**config.mk**
```make
export PLATFORM = sky130hd
export DESIGN_NAME = stream_mux2_rr
export DESIGN_NICKNAME = d
export VERILOG_FILES = /design/src/rtl/stream_mux2_rr.sv
export SDC_FILE = /design/constraint.sdc
export NUM_CORES = 1
export LEC_CHECK = 0
export ABC_CLOCK_PERIOD_IN_PS = 1200
export CORE_ASPECT_RATIO = 1.75
export CORE_MARGIN = 2
export CORE_UTILIZATION = 33
export DETAILED_ROUTE_END_ITERATION = 8
export GPL_ROUTABILITY_DRIVEN = 0
export GPL_TIMING_DRIVEN = 0
export PLACE_DENSITY_LB_ADDON = 0.25
export RECOVER_POWER = 50
export SETUP_SLACK_MARGIN = 0.3
export SYNTH_ARGS = -nofsm -noshare
export SYNTH_HDL_FRONTEND = slang
export SYNTH_SLANG_ARGS = --single-unit
```
**constraint.sdc**
```tcl
create_clock -name clk -period 1.2 [get_ports clk]
set_clock_uncertainty 0.05 [all_clocks]
set_input_delay 0.24 -clock clk [delete_from_list [all_inputs] [get_ports clk]]
set_output_delay 0.24 -clock clk [all_outputs]
set_load 0.1 [all_outputs]
```
**src/rtl/stream_mux2_rr.sv**
```systemverilog
`default_nettype none
// ============================================================================
//  Module      : stream_mux2_rr
//  Description : Two-input packet-aware stream arbiter. Round-robin choice
//                between stream A and stream B at packet boundaries, grant
//                held until the winning packet's last beat is accepted, and
//                a single registered output stage carrying data, last flag
//                and the source select (0 = A, 1 = B).
//  Revision    : 1.0 - initial release
// ============================================================================
module stream_mux2_rr #(
  parameter int WIDTH = 8
) (
  input  logic             clk,
  input  logic             rst_n,

  // Stream A
  input  logic             i_a_valid,
  input  logic [WIDTH-1:0] i_a_data,
  input  logic             i_a_last,
  output logic             o_a_ready,

  // Stream B
  input  logic             i_b_valid,
  input  logic [WIDTH-1:0] i_b_data,
  input  logic             i_b_last,
  output logic             o_b_ready,

  // Registered output stream
  output logic             o_out_valid,
  output logic [WIDTH-1:0] o_out_data,
  output logic             o_out_last,
  output logic             o_out_sel,
  input  logic             i_out_ready
);

  // Arbitration state: IDLE means no packet is in flight, LOCK_x means
  // source x owns the output until its LAST beat has been accepted.
  typedef enum logic [1:0] {
    ST_IDLE   = 2'd0,
    ST_LOCK_A = 2'd1,
    ST_LOCK_B = 2'd2
  } state_t;

  state_t           r_state;
  logic             r_ptr;        // 0: A favoured on a tie, 1: B favoured
  logic             r_out_valid;
  logic [WIDTH-1:0] r_out_data;
  logic             r_out_last;
  logic             r_out_sel;

  logic             w_slot_free;
  logic             w_grant_a;
  logic             w_grant_b;
  logic             w_acc_a;
  logic             w_acc_b;

  // The output register can take a new beat when it is empty or being drained
  // this cycle; this is what gives one beat per cycle with no bubbles.
  assign w_slot_free = !r_out_valid || i_out_ready;

  // Grant selection: locked states ignore the other source entirely, IDLE
  // resolves a tie with the round-robin pointer.
  always_comb begin
    w_grant_a = 1'b0;
    w_grant_b = 1'b0;
    case (r_state)
      ST_IDLE: begin
        if (i_a_valid && (!i_b_valid || !r_ptr)) begin
          w_grant_a = 1'b1;
        end else if (i_b_valid) begin
          w_grant_b = 1'b1;
        end
      end
      ST_LOCK_A: w_grant_a = 1'b1;
      ST_LOCK_B: w_grant_b = 1'b1;
      default: begin
        w_grant_a = 1'b0;
        w_grant_b = 1'b0;
      end
    endcase
  end

  // Readies are forced low while reset is held so no source sees a phantom
  // handshake during the asynchronous reset window.
  assign o_a_ready = rst_n && w_grant_a && w_slot_free;
  assign o_b_ready = rst_n && w_grant_b && w_slot_free;

  assign w_acc_a = i_a_valid && o_a_ready;
  assign w_acc_b = i_b_valid && o_b_ready;

  // Single sequential process for the arbiter FSM, the round-robin pointer
  // and the registered output stage, so select and data can never skew.
  always_ff @(posedge clk or negedge rst_n) begin
    if (!rst_n) begin
      r_state     <= ST_IDLE;
      r_ptr       <= 1'b0;
      r_out_valid <= 1'b0;
      r_out_data  <= '0;
      r_out_last  <= 1'b0;
      r_out_sel   <= 1'b0;
    end else begin
      if (w_acc_a) begin
        r_out_valid <= 1'b1;
        r_out_data  <= i_a_data;
        r_out_last  <= i_a_last;
        r_out_sel   <= 1'b0;
        if (i_a_last) begin
          r_state <= ST_IDLE;
          r_ptr   <= 1'b1;
        end else begin
          r_state <= ST_LOCK_A;
        end
      end else if (w_acc_b) begin
        r_out_valid <= 1'b1;
        r_out_data  <= i_b_data;
        r_out_last  <= i_b_last;
        r_out_sel   <= 1'b1;
        if (i_b_last) begin
          r_state <= ST_IDLE;
          r_ptr   <= 1'b0;
        end else begin
          r_state <= ST_LOCK_B;
        end
      end else if (i_out_ready) begin
        // Beat drained with nothing to replace it; payload fields keep
        // their last loaded values.
        r_out_valid <= 1'b0;
      end
    end
  end

  assign o_out_valid = r_out_valid;
  assign o_out_data  = r_out_data;
  assign o_out_last  = r_out_last;
  assign o_out_sel   = r_out_sel;

endmodule
`default_nettype wire

```
Yosys cells after proc, flatten, opt, wreduce, memory -nomap -nowiden. Cells that the tools add are included.

Add/sub/neg operators: 0. $mul: 0. Divide/modulo/power cells: 0. Order comparisons: 0. Equality and inequality tests: 3. Shift operators: 0. Muxes and demuxes: 22. Bitwise gates (word level): 0. Reduce and logical (&&, ||, !) cells: 17.

Operators by type and width (number): 2-to-1 mux 8 bit (2); 2-to-1 mux 1 bit (15); logical AND 1 bit (7); 2-to-1 mux 2 bit (3); one-hot mux 1 bit (2 select lines) (2); nonzero test 2 bit (2); zero test 1 bit (3); AND reduction 3 bit (1); nonzero test 3 bit (1); == test 2 x 1 -> 1 bit (second input constant) (1); == test 2 bit (second input constant) (1); zero test 2 bit (1); logical OR 1 bit (2); inequality test 2 bit (second input constant) (1).

Bits in registers: 14. Latch bits: 0. Bits in writable memories: 0. ROM bits: 0. Input bits: 23. Output and inout bits: 13. Word-level logic and storage cells: 48. Memories: 0.

Depth between registers and ports, before layout. Gate-level depths: netlist of the first run.

Word-level depth: 10. Gate-level depth with buffers: 5. Depth with buffers taken out: 4.

Least setup slack after synthesis of the first run. OpenSTA, ideal clock, no wires.

Path kind: register -> output. Start: reg r_out_valid, in the netlist o_out_valid. End: out o_b_ready. Arrival time: 3.147 ns. Required time: 0.910 ns. Path slack: -2.237 ns. Cell stages (with the launch flop): 4. Buffers on the path: 0. Cell sequence: dfrtp_1 nand2b_1 nand2_1 nor3_1.

Word-level cells in the longest chain between the ends: 3.

Ends and longest elaborated chain: start, declared (line 47) `logic r_out_valid;`; start signal, assigned (line 98) `r_out_valid <= 1'b0;`; start signal, assigned (line 104) `r_out_valid <= 1'b1;`; start signal, assigned (line 115) `r_out_valid <= 1'b1;`; zero test 1 bit (line 60) `assign w_slot_free = !r_out_valid || i_out_ready;`; logical OR 1 bit (line 60); logical AND 1 bit (line 87) `assign o_b_ready = rst_n && w_grant_b && w_slot_free;`; end, declared (line 27) `output logic o_b_ready,`.

Every way passes these cells.

Worst setup path in the final report of the first run. Same ends and word-level chain as after synthesis.

==> results of run 1 <==
cell families (layout without fill, tap and decap cells):
group | count (synthesis) | count (layout) | share of synthesized area, %
flops | 14 | 14 | 46.7
compound gates | 19 | 19 | 21.7
buf+inv | 6 | 58 | 4.84
simple gates | 44 | 44 | 26.7
critical path, cell delays in order (launching register included):
cell      delay [ns]
dfrtp_4         0.51
nand2b_4        0.09
nand2_4         0.07
nor3_4          0.16
buf_12          0.20
cell usage after synthesis:
cell type  count  area share [%]
dfrtp_1       14              47
a31oi_1        4             3.3
a31oi_2        6              10
buf_2          1            0.67
o2bb2ai_1      1             1.2
nand3b_1       1             1.0
or2_2          1            0.84
inv_1          2             1.0
clkbuf_2       1            0.67
and2_1         1            0.84
nor3_1         3             2.0
buf_6          1             1.5
nand2b_1       3             2.5
a211oi_2       1             1.7
nand2b_4       1             1.8
a22oi_1        1             1.0
nor2b_1        2             1.7
nor2_1         9             4.5
buf_4          1             1.0
nand2_1       23              12
o21ai_0        1            0.67
o32ai_1        1             1.2
a21oi_1        4             2.7
cell type report:
class                           count  share of cell area (%)
Timing Repair Buffer               48                    36.1
Multi-Input combinational cell     63                    33.4
Sequential cell                    14                    24.6
Buffer                              4                    2.02
Tap cell                           24                    1.86
Clock buffer                        4                    1.63
Inverter                            2                   0.466
registers in the layout, summed over array words and instances (netlist names):
| register | flops |
|---|---|
| o_out_data | 8 |
| r_state | 2 |
| o_out_valid | 1 |
| o_out_last | 1 |
| r_ptr | 1 |
| o_out_sel | 1 |
worst paths after layout:
path,start,cells after the start,to
worst max-delay path,o_out_valid,4,o_b_ready
worst min-delay path,rst_n,1,o_out_valid
worst max register to register,r_state[0],5,r_ptr
worst min register to register,o_out_data[5],2,o_out_data[5]
max in group asynchronous,rst_n,1,o_out_data[6]
min in group clk,i_b_data[5],3,o_out_data[5]
per-layer routing:
layer	routed length [um]	GRT usage [%]	share of wire, %	vias up
met1	741	21.8	32	369
met3	126	2.67	5.5	5
li1	-	-	-	389
met5	0	0	0	-
met4	54	10.3	2.3	0
met2	1380	34.5	60	30
repair_timing:
action	4_1_cts	5_1_grt
endpoints found under the setup margin	41	27
resized for setup	140	22
hold endpoints to repair	14	14
cloned	2	0
buffers inserted	5	6
pin swaps	5	5
metrics by stage:
step | utilization [%] | hold slack, ns | power (mW) | worst slack (ns)
final | 76.0 | -0.191 | 4.99 | -0.413
after global routing | 76.0 | -0.159 | 5.18 | -0.450
after CTS | 69.1 | -0.185 | 4.62 | -0.425
after detailed placement | 57.4 | 0.511 | 3.60 | -1.86
after global placement | 57.4 | 0.506 | 3.57 | -1.85
after floorplan | - | -0.106 | 3.00 | -0.713
power by group:
part | leakage (nW) | switching, mW | total, mW | internal [mW]
Clock | 0.0150 | 0.163 | 0.292 | 0.130
Sequential | 0.146 | 0.321 | 1.14 | 0.819
Combinational | 0.481 | 2.11 | 3.56 | 1.45
==> flow_summary_export.csv, run 1 <==
group,metric,value,unit
worst_hold_path,hold_class,"in2async",
sta,rsz0062_at_grt,"true",
layout,final_common_cell,"nand2_1",
pwr,power.density,3100,nW/um^2
run_status,outcome,"finished with violations",
run_status,violations,"negative hold slack, negative setup slack",
layout,finalInstanceArea,1610,um^2
die,die_area,2680,um^2
pwr,peakVddDrop,0.00189,V
die,ios,36,
clock_tree,cts_inserted_buffers,3,
logic_synthesis,ys_ff_latch,14,
logic_synthesis,yosys_warnings,0,
sta,setup_violations,27,
die,start_util,35.4,%
die,core_area,2120,um^2
run,max-cap-violations,0,
setup_path,crit_type,"reg2out",
sta,maxSlewHeadroom,73.6,%
routing,drc,0,
routing,drt-initial-drc-count,10,
clock_tree,insertion_delay,0.29,ns
setup_path,r2r_slack,-0.37,ns
logic_synthesis,synth_area,749,um^2
routing,via_per_inst,4.99,
sta,worst_pin_slew,0.396,ns
sta,finalSetupTns,-5.48,ns
routing,dr.pass1.iters,5,
logic_synthesis,synth_nets,106,
layout,drive_gt1_share,59.3,%
setup_path,end_kind,"primary output",
layout,syn2layout_area_growth,115,%
layout,multiInputGateArea,538,um^2
sta,whs,-0.191,ns
setup_path,cp_max_fo,3,
clock_tree,cts_tree,"yes",
pwr,p_leak,0.643,nW
routing,drt-total-wl,2.30,mm
logic_synthesis,synth-seq-area-share,46.7,%
layout,nFillCells,139,
global_routing,track_usage,19.9,%
placed_design,dp_cells,142,
sta,fmax,620,MHz
placed_design,placed_area,1220,um^2
layout,instances_no_fill,159,
clock_tree,clock-sinks,14,
layout,mostFrequentLayoutCells,"nand2_1 (21), clkdlybuf4s50_1 (18), buf_12 (13)",
global_routing,grt_start_max_net_pins,18,
setup_path,worst_setup_path_start_kind,"flip-flop",
placed_design,hpwl,1.39,mm
logic_synthesis,syn-mean-instance-area,9.03,um^2
logic_synthesis,synth_cells,83,
layout,register_area,395,um^2
sta,fin_ws,-0.413,ns
sta,drv_slew,0,
clock_tree,htree_num_levels,1,
clock_tree,cts_root_buffer,"clkbuf_4",
clock_tree,clk_pin_slew,0.08,ns
global_routing,antenna_found_initial,0,
die,fp-row-count,22,
sta,min_period,1.61,ns
setup_path,worstPathArrival,1.32,ns
layout,diodes,0,
global_routing,grt_pass1_vias,846,
die,fp.dieW,40.0,um
routing,num_vias,793,
logic_synthesis,ys_types,23,
sta,period_share,134,%
placed_design,io_buffers,35,
die,die_h,67.0,um
sta,finalHoldViolCount,14,
setup_path,cp_data_required_time,0.91,ns
global_routing,grt_pass1_wl,3.68,mm
clock_tree,clockBufferDepth,2,
global_routing,gr-total-overflow,0,
routing,drtAntennaViolNets,0,
routing,routedWlPerCell,14.5,um
layout,nNetsFinal,159,
(Power assumes the default switching activity.)
==> inputs of run 2 (changes only) <==
- SETUP_SLACK_MARGIN: 0.3 -> 0.15
==> run 2 against run 1 <==
The run still ends with negative hold slack, negative setup slack left; worst hold slack better by 0.0083 ns; global-route usage is 0.33 points lower; combinational power is 6.2% lower; cell area is 6.8% lower; first-iteration DRC count is 90% lower; sequential share of layout area is 0.051 points higher; sequential power is 11% lower; critical endpoint unchanged; highest routed layer unchanged.
==> flow_summary_export.csv, run 2 (synthesis gave the netlist of run 1 again) <==
group,metric,value,unit
setup_path,path_cells,"nand2b_4 > a21oi_2 > nor3_4 > buf_12",
worst_hold_path,hold_class,"in2async",
routing,drt-total-wl,2.17,mm
pwr,power.density,3140,nW/um^2
setup_path,crit_cells,4,
sta,rsz0062_at_grt,"true",
pwr,peakVddDrop,0.00185,V
sta,drv_slew,0,
clock_tree,insertion_delay,0.28,ns
routing,via_per_inst,5.02,
clock_tree,clockBufferDepth,2,
setup_path,crit_path_top_delay_cell,"dfrtp_1",
layout,finalInstanceArea,1500,um^2
sta,maxSlewHeadroom,73.7,%
setup_path,ff2ff_path_depth,6,
setup_path,worst_setup_path_start_kind,"flip-flop",
setup_path,cp_data_required_time,0.91,ns
die,ios,36,
placed_design,placed_area,1190,um^2
sta,setup_violations,17,
placed_design,io_buffers,35,
sta,whs,-0.182,ns
run,max-cap-violations,0,
sta,worst_pin_slew,0.394,ns
layout,syn2layout_area_growth,100,%
global_routing,antenna_found_initial,0,
sta,period_share,137,%
setup_path,cp_top_family,"flip-flops",
routing,drt-initial-drc-count,1,
sta,fin_ws,-0.438,ns
run_status,violations,"negative hold slack, negative setup slack",
layout,nNetsFinal,158,
setup_path,end_kind,"primary output",
die,fp-row-count,22,
global_routing,grt_pass1_vias,821,
setup_path,worstPathArrival,1.35,ns
setup_path,crit_type,"reg2out",
placed_design,hpwl,1.33,mm
sta,fmax,610,MHz
setup_path,max_stage_delay,0.41,ns
die,start_util,35.4,%
clock_tree,cts_tree,"yes",
routing,drtAntennaViolNets,0,
routing,drc,0,
layout,mostFrequentLayoutCells,"nand2_1 (22), clkdlybuf4s50_1 (18), buf_12 (13)",
die,die_area,2680,um^2
run_status,outcome,"finished with violations",
sta,min_period,1.64,ns
layout,largest_reg_flops,8,
global_routing,grt_start_max_net_pins,18,
clock_tree,clock-sinks,14,
routing,routedWlPerCell,13.7,um
clock_tree,cts_inserted_buffers,3,
layout,final_common_cell,"nand2_1",
setup_path,critPathBufInv,1,
sta,finalHoldViolCount,14,
routing,num_vias,793,
clock_tree,clk_pin_slew,0.09,ns
clock_tree,htree_num_levels,1,
layout,diodes,0,
global_routing,track_usage,19.6,%
layout,nFillCells,154,
global_routing,gr-total-overflow,0,
die,fp.dieW,40.0,um
global_routing,grt_pass1_wl,3.61,mm
routing,dr.pass1.iters,3,
pwr,p_leak,0.623,nW
die,core_area,2120,um^2
setup_path,cp_max_fo,4,
clock_tree,cts_root_buffer,"clkbuf_4",
layout,drive_gt1_share,50.0,%
die,die_h,67.0,um
## run 2: changes by cell type in the layout (fill, tap and decap cells not counted), moves of 4 or more
cell     delta
dfrtp_2     +9
dfrtp_4    -10
nor2_1      +8
nor2_2      -4
nor2_4      -4
## run 2: what timing repair did
item | 4_1_cts | 5_1_grt
resized for setup | 127 | 16
setup buffers | 6 | 4
setup endpoints to repair | 28 | 27
hold endpoints to repair | 14 | 14
cloned | 2 | 0
pin swaps | 3 | 1
## run 2: worst reg2reg max path, cell delays in order, from the launching register on
cell and delay (ns):
dfrtp_2 0.46, nand2b_1 0.21, a211oi_4 0.21, buf_4 0.18
buf_6 0.12, nand2_1 0.05, o2bb2ai_1 0.12
## run 2: area by class of cell
type / instances / area, um^2 / area share [%]
multi-input combinational: 63 / 449 / 29.9
clock buffer: 4 / 36.3 / 2.42
buffer: 4 / 35.0 / 2.34
timing repair buffer: 47 / 573 / 38.2
inverter: 2 / 7.51 / 0.500
tap: 24 / 30.0 / 2.00
sequential: 14 / 369 / 24.6
## run 2: worst paths after layout
check                      slack [ns]             to     startpoint
hold / removal                  -0.18      o_out_sel          rst_n
setup reg to reg                -0.31          r_ptr     r_state[1]
setup / recovery                -0.44      o_b_ready          r_ptr
hold reg to reg                  0.56  o_out_data[3]  o_out_data[3]
min in group clk                 0.44          r_ptr          rst_n
max in group asynchronous        0.97    o_out_valid          rst_n
## run 2: through the flow
stage | cells | power (mW) | utilization (%) | TNS (ns) | worst slack [ns]
CTS | 154 | 4.37 | 66.3 | -4.50 | -0.421
floorplan | 83 | 2.91 | - | -5.28 | -0.713
finish | 158 | 4.70 | 70.8 | -4.15 | -0.438
global route | 158 | 4.91 | 70.8 | -5.31 | -0.498
detailed placement | 142 | 3.51 | 56.2 | -26.52 | -1.85
global placement | 142 | 3.49 | 56.2 | -26.18 | -1.85
## run 2: power by group
part           switching (mW)  internal, mW
sequential              0.278         0.739
combinational            2.02          1.32
clock                   0.161         0.185
## run 2: metal layers
metal / track usage [%] / vias up / wire [um]
met4: 7.76 / 0 / 35
met1: 22.4 / 374 / 765
met5: 0 / - / 0
met2: 34.3 / 28 / 1250
met3: 2.33 / 5 / 112
li1: - / 386 / -
==> inputs of run 3 (changes only) <==
- CORE_ASPECT_RATIO: 1.75 -> default
- CORE_UTILIZATION: 33 -> 35
- GPL_TIMING_DRIVEN: 0 -> default
==> run 3 against run 2 <==
The flow finishes with violations (negative setup slack); register-to-register slack lost 0.11 ns; first-iteration DRC count grew to 18 times the previous value; via count grew 9.5%; critical path depth is the same; critical endpoint unchanged; largest power group unchanged.
==> flow_summary_export.csv, run 3 (synthesis gave the netlist of run 1 again) <==
group,metric,value,unit
clock_tree,clk_pin_slew,0.09,ns
routing,dr.pass1.iters,4,
clock_tree,htree_num_levels,1,
routing,num_vias,868,
layout,mostFrequentLayoutCells,"nand2_1 (22), clkdlybuf4s50_1 (20), buf_4 (19)",
clock_tree,cts_inserted_buffers,3,
die,die_area,2530,um^2
clock_tree,cts_root_buffer,"clkbuf_4",
clock_tree,clock-sinks,14,
pwr,peakVddDrop,0.00249,V
global_routing,track_usage,20.2,%
routing,drt-initial-drc-count,18,
setup_path,r2r_slack,-0.42,ns
pwr,fin_total_pwr,4.78,mW
sta,setup_violations,17,
setup_path,startpoint,"r_ptr",
sta,finalSetupTns,-5.94,ns
global_routing,grt_pass1_vias,865,
placed_design,io_buffers,35,
global_routing,antenna_found_initial,0,
routing,drt-total-wl,2.54,mm
setup_path,reg2reg_from,"o_out_valid",
die,core_area,1980,um^2
layout,largest_reg_flops,8,
pwr,p_leak,0.667,nW
sta,whs,0.437,ns
setup_path,cp_data_required_time,0.91,ns
setup_path,ff2ff_path_depth,7,
setup_path,crit_type,"reg2out",
die,ios,36,
worst_hold_path,min_from,"i_b_data[5]",
setup_path,end_kind,"primary output",
clock_tree,cts_tree,"yes",
setup_path,worst_setup_path_start_kind,"flip-flop",
sta,fmax,588,MHz
sta,fin_ws,-0.501,ns
run_status,outcome,"finished with violations",
placed_design,place_ws,-0.547,ns
setup_path,worstPathArrival,1.41,ns
setup_path,cp_max_fo,5,
sta,maxSlewHeadroom,75.2,%
sta,worst_pin_slew,0.371,ns
die,start_util,37.8,%
layout,final_common_cell,"nand2_1",
layout,nFillCells,113,
clock_tree,clockBufferDepth,2,
sta,period_share,142,%
global_routing,grt_start_max_net_pins,10,
die,die_h,50.3,um
layout,diodes,0,
sta,rsz0062_at_grt,"true",
global_routing,grt_pass1_wl,3.76,mm
setup_path,worstSetupEndpoint,"o_b_ready",
setup_path,r2r_end,"r_ptr",
worst_hold_path,hold_class,"in2reg",
routing,drc,0,
routing,via_per_inst,5.08,
sta,min_period,1.70,ns
run,max-cap-violations,0,
layout,nNetsFinal,168,
placed_design,hpwl,1.68,mm
routing,routedWlPerCell,14.9,um
die,fp-row-count,16,
sta,drv_slew,0,
layout,drive_gt1_share,49.3,%
pwr,power.density,3010,nW/um^2
global_routing,gr-total-overflow,0,
routing,drtAntennaViolNets,0,
sta,finalHoldViolCount,0,
die,fp.dieW,50.3,um
clock_tree,insertion_delay,0.30,ns
run_status,violations,"negative setup slack",
layout,final_util,80.0,%
layout,syn2layout_area_growth,112,%
-- run 3: cell type report --
type	instances	area [um^2]	share of cell area (%)
tap	27	33.8	2.13
clock buffer	4	36.3	2.29
inverter	2	7.51	0.474
multi-input combinational	63	443	27.9
timing repair buffer	61	698	44.0
sequential	14	367	23.1
-- run 3: critical path, stage by stage, from the launching register on --
cell      delay [ns]
dfrtp_1         0.43
nand2b_1        0.21
a21oi_2         0.24
nor3_4          0.06
buf_12          0.16
-- run 3: worst min path at each step --
| stage | end | slack, ns | cells after the start |
|---|---|---|---|
| floorplan | o_out_data[0] | -0.11 | 0 |
| global placement | o_out_sel | 0.50 | 2 |
| detailed placement | o_out_sel | 0.51 | 2 |
| CTS | o_out_data[6] | 0.22 | 2 |
| global route | o_out_data[5] | 0.46 | 3 |
| finish | o_out_data[5] | 0.44 | 3 |
-- run 3: timing repair --
action,4_1_cts,5_1_grt
hold buffers,0,2
cloned,1,1
buffers inserted,3,3
endpoints found under the setup margin,27,27
pin swaps,1,1
hold endpoints to repair,0,14
gates resized for setup,9,8
-- run 3: through the flow --
stage / instances / cell area, um^2
6_report: 171 / 1590
3_5_place_dp: 157 / 1420
2_1_floorplan: 83 / 811
3_3_place_gp: 157 / 1420
4_1_cts: 165 / 1520
5_1_grt: 171 / 1590
-- run 3: routing by layer --
| layer | track usage (%) | wire length (um) | up-vias |
|---|---|---|---|
| li1 | - | - | 405 |
| met1 | 24.3 | 996 | 421 |
| met2 | 32.7 | 1340 | 33 |
| met3 | 5.36 | 133 | 9 |
| met4 | 11.1 | 74 | 0 |
| met5 | 0 | 0 | - |
-- run 3: power by group --
group / total (mW) / switching (mW) / internal [mW]
clock network: 0.367 / 0.182 / 0.185
registers: 0.970 / 0.238 / 0.733
logic: 3.44 / 2.09 / 1.35
total: 4.78 / 2.51 / 2.27
